## src/rtl/mem_port_arbiter_pkg.sv

```systemverilog
// Shared constants for the IF/MEM memory port arbiter: bus widths, arbiter state codes
// and the default watchdog limit.
package mem_port_arbiter_pkg;

  localparam int unsigned RegBus            = 32;
  localparam int unsigned ArbTimeoutDefault = 255;

  localparam logic [3:0] SelAll = 4'hF;

  typedef logic [1:0] arb_state_t;

  localparam arb_state_t ArbIdle = 2'd0;
  localparam arb_state_t ArbData = 2'd1;
  localparam arb_state_t ArbInst = 2'd2;

endpackage

```

## src/rtl/mem_port_arbiter_if.sv

```systemverilog
// System-bus side of the arbiter: one registered request channel and its ack/read data.
interface mem_port_arbiter_if #(
  parameter int unsigned ADDR_W = 32
);

  logic              req;
  logic              we;
  logic [ADDR_W-1:0] addr;
  logic [31:0]       wdata;
  logic [3:0]        sel;
  logic              ack;
  logic [31:0]       rdata;

  modport master (
    output req, we, addr, wdata, sel,
    input  ack, rdata
  );

  modport slave (
    input  req, we, addr, wdata, sel,
    output ack, rdata
  );

endinterface

```

## src/rtl/mem_port_arbiter_bus_watchdog.sv

```systemverilog
// Cycle counter for an in-flight bus transaction; flags a timeout when the transaction
// has gone TIMEOUT_CYCLES cycles without an ack.
module bus_watchdog #(
  parameter int unsigned TIMEOUT_CYCLES = 255
) (
  input  logic clk_i,
  input  logic rst_ni,
  input  logic start_i,
  input  logic active_i,
  input  logic ack_i,
  output logic timeout_o
);

  localparam int unsigned CntW = $clog2(TIMEOUT_CYCLES + 1);
  localparam logic [CntW-1:0] CntMax = CntW'(TIMEOUT_CYCLES);

  logic [CntW-1:0] cnt_q, cnt_d;

  // Saturates rather than wraps so a stuck bus can never look fresh again.
  always_comb begin
    cnt_d = cnt_q;
    if (start_i) begin
      cnt_d = '0;
    end else if (active_i && !ack_i && (cnt_q != CntMax)) begin
      cnt_d = cnt_q + 1'b1;
    end
  end

  always_ff @(posedge clk_i or negedge rst_ni) begin
    if (!rst_ni) begin
      cnt_q <= '0;
    end else begin
      cnt_q <= cnt_d;
    end
  end

  // Fires in the last allowed cycle; an ack in that same cycle suppresses it.
  assign timeout_o = active_i & ~ack_i & (cnt_q == (CntMax - 1'b1));

endmodule

```

## src/rtl/mem_port_arbiter.sv

```systemverilog
// Shares one multi-cycle memory bus between instruction fetch and data access, with a
// one-entry fetch hold register and a watchdog that abandons stuck transactions.
module mem_port_arbiter
  import mem_port_arbiter_pkg::*;
#(
  parameter int unsigned TIMEOUT_CYCLES = ArbTimeoutDefault,
  parameter int unsigned ADDR_W         = RegBus
) (
  input  logic              clk,
  input  logic              rst,

  input  logic              if_ce_i,
  input  logic [ADDR_W-1:0] if_addr_i,
  output logic [31:0]       if_data_o,
  output logic              if_ready_o,

  input  logic              mem_ce_i,
  input  logic              mem_we_i,
  input  logic [ADDR_W-1:0] mem_addr_i,
  input  logic [31:0]       mem_data_i,
  input  logic [3:0]        mem_sel_i,
  input  logic              mem_hold_i,
  output logic [31:0]       mem_data_o,
  output logic              mem_ready_o,

  output logic              stallreq_o,

  mem_port_arbiter_if.master bus,
  output logic              bus_err_o
);

  arb_state_t        state_q, state_d;
  logic              bus_req_q, bus_req_d;
  logic              bus_we_q, bus_we_d;
  logic [ADDR_W-1:0] bus_addr_q, bus_addr_d;
  logic [31:0]       bus_wdata_q, bus_wdata_d;
  logic [3:0]        bus_sel_q, bus_sel_d;
  logic [31:0]       mem_data_q, mem_data_d;
  logic              data_done_q, data_done_d;
  logic              hold_valid_q, hold_valid_d;
  logic [ADDR_W-1:0] hold_addr_q, hold_addr_d;
  logic [31:0]       hold_data_q, hold_data_d;
  logic              err_q, err_d;

  logic data_pend, inst_pend, wd_start, wd_active, timeout;

  assign if_ready_o = if_ce_i & hold_valid_q & (hold_addr_q == if_addr_i);
  assign data_pend  = mem_ce_i & ~data_done_q;
  assign inst_pend  = if_ce_i & ~if_ready_o;
  assign wd_active  = (state_q != ArbIdle);
  assign wd_start   = (state_q == ArbIdle) & (data_pend | inst_pend);

  bus_watchdog #(
    .TIMEOUT_CYCLES (TIMEOUT_CYCLES)
  ) u_bus_watchdog (
    .clk_i     (clk),
    .rst_ni    (rst),
    .start_i   (wd_start),
    .active_i  (wd_active),
    .ack_i     (bus.ack),
    .timeout_o (timeout)
  );

  always_comb begin
    state_d      = state_q;
    bus_req_d    = bus_req_q;
    bus_we_d     = bus_we_q;
    bus_addr_d   = bus_addr_q;
    bus_wdata_d  = bus_wdata_q;
    bus_sel_d    = bus_sel_q;
    mem_data_d   = mem_data_q;
    hold_valid_d = hold_valid_q;
    hold_addr_d  = hold_addr_q;
    hold_data_d  = hold_data_q;
    err_d        = err_q;
    // Completion is kept until the MEM stage actually moves on, so a stall from IF
    // cannot cause the same load/store to be issued twice.
    data_done_d  = data_done_q & mem_hold_i;

    case (state_q)
      ArbIdle: begin
        if (data_pend) begin
          state_d     = ArbData;
          bus_req_d   = 1'b1;
          bus_we_d    = mem_we_i;
          bus_addr_d  = mem_addr_i;
          bus_wdata_d = mem_data_i;
          bus_sel_d   = mem_sel_i;
        end else if (inst_pend) begin
          state_d     = ArbInst;
          bus_req_d   = 1'b1;
          bus_we_d    = 1'b0;
          bus_addr_d  = if_addr_i;
          bus_wdata_d = '0;
          bus_sel_d   = SelAll;
        end
      end
      ArbData: begin
        if (bus.ack || timeout) begin
          state_d     = ArbIdle;
          bus_req_d   = 1'b0;
          data_done_d = 1'b1;
          if (!bus.ack) begin
            mem_data_d = '0;
            err_d      = 1'b1;
          end else if (!bus_we_q) begin
            mem_data_d = bus.rdata;
          end else if (bus_addr_q[ADDR_W-1:2] == hold_addr_q[ADDR_W-1:2]) begin
            hold_valid_d = 1'b0;
          end
        end
      end
      ArbInst: begin
        if (bus.ack || timeout) begin
          state_d      = ArbIdle;
          bus_req_d    = 1'b0;
          hold_valid_d = 1'b1;
          hold_addr_d  = bus_addr_q;
          // A timed-out fetch returns all-zero rather than stale data.
          hold_data_d  = bus.ack ? bus.rdata : '0;
          if (!bus.ack) begin
            err_d = 1'b1;
          end
        end
      end
      default: begin
        state_d   = ArbIdle;
        bus_req_d = 1'b0;
      end
    endcase
  end

  always_ff @(posedge clk or negedge rst) begin
    if (!rst) begin
      state_q      <= ArbIdle;
      bus_req_q    <= 1'b0;
      bus_we_q     <= 1'b0;
      bus_addr_q   <= '0;
      bus_wdata_q  <= '0;
      bus_sel_q    <= '0;
      mem_data_q   <= '0;
      data_done_q  <= 1'b0;
      hold_valid_q <= 1'b0;
      hold_addr_q  <= '0;
      hold_data_q  <= '0;
      err_q        <= 1'b0;
    end else begin
      state_q      <= state_d;
      bus_req_q    <= bus_req_d;
      bus_we_q     <= bus_we_d;
      bus_addr_q   <= bus_addr_d;
      bus_wdata_q  <= bus_wdata_d;
      bus_sel_q    <= bus_sel_d;
      mem_data_q   <= mem_data_d;
      data_done_q  <= data_done_d;
      hold_valid_q <= hold_valid_d;
      hold_addr_q  <= hold_addr_d;
      hold_data_q  <= hold_data_d;
      err_q        <= err_d;
    end
  end

  assign bus.req     = bus_req_q;
  assign bus.we      = bus_we_q;
  assign bus.addr    = bus_addr_q;
  assign bus.wdata   = bus_wdata_q;
  assign bus.sel     = bus_sel_q;
  assign bus_err_o   = err_q;
  assign if_data_o   = hold_data_q;
  assign mem_data_o  = mem_data_q;
  assign mem_ready_o = data_done_q;
  // Gated by reset so every output reads zero while the block is held in reset.
  assign stallreq_o  = rst & ((if_ce_i & ~if_ready_o) | (mem_ce_i & ~data_done_q));

endmodule

```

## src/flat_wrapper.sv

```systemverilog
// flat-port wrapper written by rule: the top's interface ports become plain ports
module mem_port_arbiter_flat import mem_port_arbiter_pkg::*;
#(
  parameter int unsigned TIMEOUT_CYCLES = ArbTimeoutDefault,
  parameter int unsigned ADDR_W         = RegBus
)
  (clk, rst, if_ce_i, if_addr_i, if_data_o, if_ready_o, mem_ce_i, mem_we_i, mem_addr_i, mem_data_i, mem_sel_i, mem_hold_i, mem_data_o, mem_ready_o, stallreq_o, bus_err_o, bus_req, bus_we, bus_addr, bus_wdata, bus_sel, bus_ack, bus_rdata);
  mem_port_arbiter_if #(.ADDR_W(ADDR_W)) bus_i ();
  input  logic clk;
  input  logic rst;
  input  logic if_ce_i;
  input  logic [ADDR_W-1:0] if_addr_i;
  output logic [31:0] if_data_o;
  output logic if_ready_o;
  input  logic mem_ce_i;
  input  logic mem_we_i;
  input  logic [ADDR_W-1:0] mem_addr_i;
  input  logic [31:0] mem_data_i;
  input  logic [3:0] mem_sel_i;
  input  logic mem_hold_i;
  output logic [31:0] mem_data_o;
  output logic mem_ready_o;
  output logic stallreq_o;
  output logic bus_err_o;
  output wire logic [$bits(bus_i.req)-1:0] bus_req;
  output wire logic [$bits(bus_i.we)-1:0] bus_we;
  output wire logic [$bits(bus_i.addr)-1:0] bus_addr;
  output wire logic [$bits(bus_i.wdata)-1:0] bus_wdata;
  output wire logic [$bits(bus_i.sel)-1:0] bus_sel;
  input wire logic [$bits(bus_i.ack)-1:0] bus_ack;
  input wire logic [$bits(bus_i.rdata)-1:0] bus_rdata;
  assign bus_req = bus_i.req;
  assign bus_we = bus_i.we;
  assign bus_addr = bus_i.addr;
  assign bus_wdata = bus_i.wdata;
  assign bus_sel = bus_i.sel;
  assign bus_i.ack = bus_ack;
  assign bus_i.rdata = bus_rdata;
  mem_port_arbiter #(.TIMEOUT_CYCLES(TIMEOUT_CYCLES), .ADDR_W(ADDR_W)) u_core (.clk(clk), .rst(rst), .if_ce_i(if_ce_i), .if_addr_i(if_addr_i), .if_data_o(if_data_o), .if_ready_o(if_ready_o), .mem_ce_i(mem_ce_i), .mem_we_i(mem_we_i), .mem_addr_i(mem_addr_i), .mem_data_i(mem_data_i), .mem_sel_i(mem_sel_i), .mem_hold_i(mem_hold_i), .mem_data_o(mem_data_o), .mem_ready_o(mem_ready_o), .stallreq_o(stallreq_o), .bus(bus_i), .bus_err_o(bus_err_o));
endmodule
```

## config.mk

```make
export PLATFORM = sky130hd
export DESIGN_NAME = mem_port_arbiter_flat
export DESIGN_NICKNAME = d
export VERILOG_FILES = /design/src/rtl/mem_port_arbiter_pkg.sv /design/src/rtl/mem_port_arbiter_if.sv /design/src/rtl/mem_port_arbiter_bus_watchdog.sv /design/src/rtl/mem_port_arbiter.sv /design/src/flat_wrapper.sv
export SDC_FILE = /design/constraint.sdc
export NUM_CORES = 1
export LEC_CHECK = 0
export BUFFER_PORTS_ARGS = -buffer_cell sky130_fd_sc_hd__buf_2
export CORE_ASPECT_RATIO = 0.6
export CORE_UTILIZATION = 45
export DETAILED_ROUTE_END_ITERATION = 12
export MAX_ROUTING_LAYER = met4
export PLACE_DENSITY = 0.76
export SYNTH_ARGS = -nofsm -noshare
export SYNTH_HDL_FRONTEND = slang
export SYNTH_SLANG_ARGS = --single-unit
```

## constraint.sdc

```tcl
create_clock -name clk -period 2.2 [get_ports clk]
set_input_delay 0.44 -clock clk [delete_from_list [all_inputs] [get_ports clk]]
set_output_delay 0.44 -clock clk [all_outputs]
set_load 0.005 [all_outputs]
```

==> flow_summary.json <==
{
  "crit_chain": "xnor2_1 > buf_4 > nand4_1 > nor4_2 > nand4_1 > a21oi_2 > nor2b_1 > buf_2",
  "row_count": 37,
  "powerDensity_nw_per_um2": 1420,
  "avgSynthCellArea_sq_um": 12.0,
  "drt-total-wl_um": 23200,
  "ios": 277,
  "slew_viol_final": 0,
  "fillCellCount": 1372,
  "final_hold_viol_count": 0,
  "skew_ns": 0.0145,
  "dp.cells": 1175,
  "clkTransAtPathRegs_ns": 0.08,
  "dpl.hpwl_um": 15600,
  "worst_slack_ns": -0.301,
  "clkLatencyLatePin_ns": 0.42,
  "grt_pass1_wl_um": 34300,
  "drt_iter0_drc": 453,
  "ctsHoldBuffers": 0,
  "r2r_start": "u_core.hold_addr_q[1]",
  "period_share_pct": 114,
  "die-area_sq_um": 18200,
  "tightestPinTransition_ns": 0.737,
  "violations": "setup timing",
  "crit_type": "flip-flop to primary output",
  "place_area_sq_um": 9790,
  "setup-violations-final": 39,
  "yosys.area_share.simple_pct": 11.5,
  "slew-limit-headroom_pct": 50.8,
  "final_area_sq_um": 10800,
  "synth_edf_count": 0,
  "synth_area_sq_um": 7920,
  "cts-buffers-inserted": 17,
  "nNetsFinal": 1122,
  "via_per_inst": 5.36,
  "antenna_found_initial": 1,
  "start_util_pct": 46.1,
  "drive_gt1_share_pct": 43.1,
  "first_pass_iters": 4,
  "port-buffer-count": 276,
  "synth_adder_area_share_pct": 0.790,
  "ys_ff_latch": 179,
  "drc": 0,
  "place_ws_ns": -0.134,
  "syn_nets": 805,
  "cts.path.max_buffers": 2,
  "peakVddDrop_uv": 634,
  "power_mw": 15.3,
  "gp_congestion": 0.918,
  "track_usage_pct": 25.2,
  "fin_crit_ns": 2.50,
  "path_max_fanout": 3,
  "critPathBufInv": 2,
  "cp-end-kind": "primary output",
  "grt_max_degree": 121,
  "max_stage_delay_ns": 0.41,
  "required_ns": 1.76,
  "ys_seq_area_share_pct": 56.5,
  "fmax_mhz": 400,
  "synthXorXnorAreaFrac_pct": 7.52,
  "synth_top_family_by_area": "compound AO/OA/AOI/OAI gates",
  "async_reset_ff_share_pct": 100,
  "grt_pass1_vias": 6159,
  "h-tree-depth": 4,
  "syn_inst": 661,
  "worstPathArrival_ns": 2.06,
  "area_growth_syn_to_layout_pct": 35.8,
  "regArea_sq_um": 4480,
  "synth-compound-area-share_pct": 15.7,
  "crit_family": "simple AND/OR/NAND/NOR gates",
  "stdcell_count": 1225,
  "cp-start-kind": "flip-flop",
  "cp_slowest_cell": "dfrtp_1",
  "multiInputGateArea_sq_um": 3340,
  "p_leak_nw": 5.20,
  "cts_sinks": 179,
  "outcome": "complete, but fails checks",
  "die_y_um": 105,
  "crit_top_cell": "nand4_1",
  "synth_top_flop_cell": "dfrtp_1",
  "tritoncts": "done",
  "overflow": 0,
  "ant_nets": 0,
  "rsz0062_at_grt": "true",
  "yosys_warnings": 0,
  "maxCapViolCount": 0,
  "core-area_sq_um": 17200,
  "min_path_type": "input port to async pin",
  "startpoint": "u_core.hold_addr_q[26]",
  "wire_per_inst_um": 19.0,
  "root_buffer": "clkbuf_16",
  "synth.distinct_cells": 43,
  "synth_mux_area_share_pct": 4.55,
  "die_width_um": 173,
  "vias": 6562
}
-- registers in the layout, summed over array words and instances, names as in the netlist --
register	cells
u_core.bus.sel	4
u_core.if_data_o	32
u_core.state_q	2
u_core.mem_ready_o	1
u_core.u_bus_watchdog.cnt_q	8
u_core.bus.req	1
u_core.hold_addr_q	32
u_core.bus.addr	32
u_core.mem_data_o	32
u_core.bus_err_o	1
u_core.bus.wdata	32
u_core.hold_valid_q	1
u_core.bus.we	1
-- cell usage after synthesis, types with 2 or more instances --
master / instances / area [sq um]
clkbuf_1: 18 / 67.6
nand4_1: 21 / 131
ha_1: 5 / 62.6
a22o_1: 67 / 587
nor3_1: 2 / 10.0
nand3_1: 10 / 50.1
xnor2_1: 51 / 447
dfrtp_1: 179 / 4480
o21ai_0: 33 / 165
xor2_1: 17 / 149
a21oi_1: 4 / 20.0
nor4_1: 8 / 50.1
or2b_1: 2 / 15.0
inv_1: 5 / 18.8
nor2_1: 16 / 60.1
buf_6: 8 / 90.1
nor2b_1: 3 / 18.8
nand2b_1: 31 / 194
mux2_2: 27 / 304
buf_2: 6 / 30.0
and4_1: 2 / 17.5
and2_1: 3 / 18.8
nand2_1: 82 / 308
o221a_1: 32 / 360
buf_4: 7 / 52.6
mux2_1: 5 / 56.3
-- cell type report --
| type | count | share of cell area (%) |
|---|---|---|
| Clock buffer | 18 | 4.08 |
| Multi-Input combinational cell | 440 | 31.1 |
| Timing Repair Buffer | 335 | 19.0 |
| Clock inverter | 13 | 1.28 |
| Inverter | 5 | 0.174 |
| Tap cell | 234 | 2.72 |
| Antenna cell | 1 | 0.0233 |
| Sequential cell | 179 | 41.6 |
-- cells by family after synthesis --
logic type	Yosys count
compound gates	147
mux	32
simple gates	184
buf+inv	46
flops	179
fa+ha+maj	5
xor+xnor	68
-- per-layer routing --
layer	vias to the layer above	global-route usage (%)	share of wire [%]
met2	313	34.5	42
met3	16	5.42	8.5
met4	0	5.63	0.68
li1	3032	-	-
met1	3201	37.9	49
met5	-	-	0
-- per-stage QoR --
stage	TNS [ns]	hold WS (ns)	utilization [%]
5_1_grt	-9.86	0.154	62.7
2_1_floorplan	0	0.144	-
3_5_place_dp	-5.63	0.454	57.0
4_1_cts	-0.542	0.142	60.5
3_3_place_gp	-2.71	0.456	57.0
6_report	-2.24	0.109	62.7
-- final timing paths --
kind	to	slack, ns	depth (start not counted)
max reg2reg	u_core.bus.wdata[29]	-0.07	10
min in group clk	u_core.bus.wdata[5]	0.24	2
min	u_core.bus.addr[9]	0.11	2
min reg2reg	u_core.bus_err_o	0.47	1
max	stallreq_o	-0.30	8
max in group asynchronous	u_core.bus.wdata[27]	1.50	2
-- where the power goes --
| part | internal [mW] | total, mW | switching, mW |
|---|---|---|---|
| registers | 4.76 | 5.97 | 1.20 |
| clock network | 1.63 | 3.02 | 1.38 |
| logic | 3.37 | 6.34 | 2.97 |
-- worst register-to-register path: cells and delay by family (launching register included) --
family | cells | cell delay [ns]
AOI/OAI and AO/OA | 2 | 0.35
xor gates and xnor gates | 1 | 0.14
buffers and inverters | 4 | 0.70
DFF | 1 | 0.39
and+or+nand+nor | 3 | 0.63
-- cell usage in the layout, fill, tap and decap left out, drive strengths merged, types with 8 or more instances in the layout --
master,netlist,layout
buf,22,330
dfrtp,179,179
nand2,83,83
a22o,67,67
xnor2,51,51
o21ai,34,34
o221a,32,32
mux2,32,32
nand2b,31,31
clkbuf,19,23
nand4,22,22
xor2,17,17
nor2,16,16
inv,5,14
nand3,10,10
nor4,8,8
-- what timing repair did --
action	4_1_cts	5_1_grt
resized for setup	5	29
endpoints found under the hold margin	0	0
pin swaps	3	24
buffers inserted	0	7
cloned	0	11
setup endpoints to repair	21	122
No activity file was read; power rests on OpenSTA's default activity.
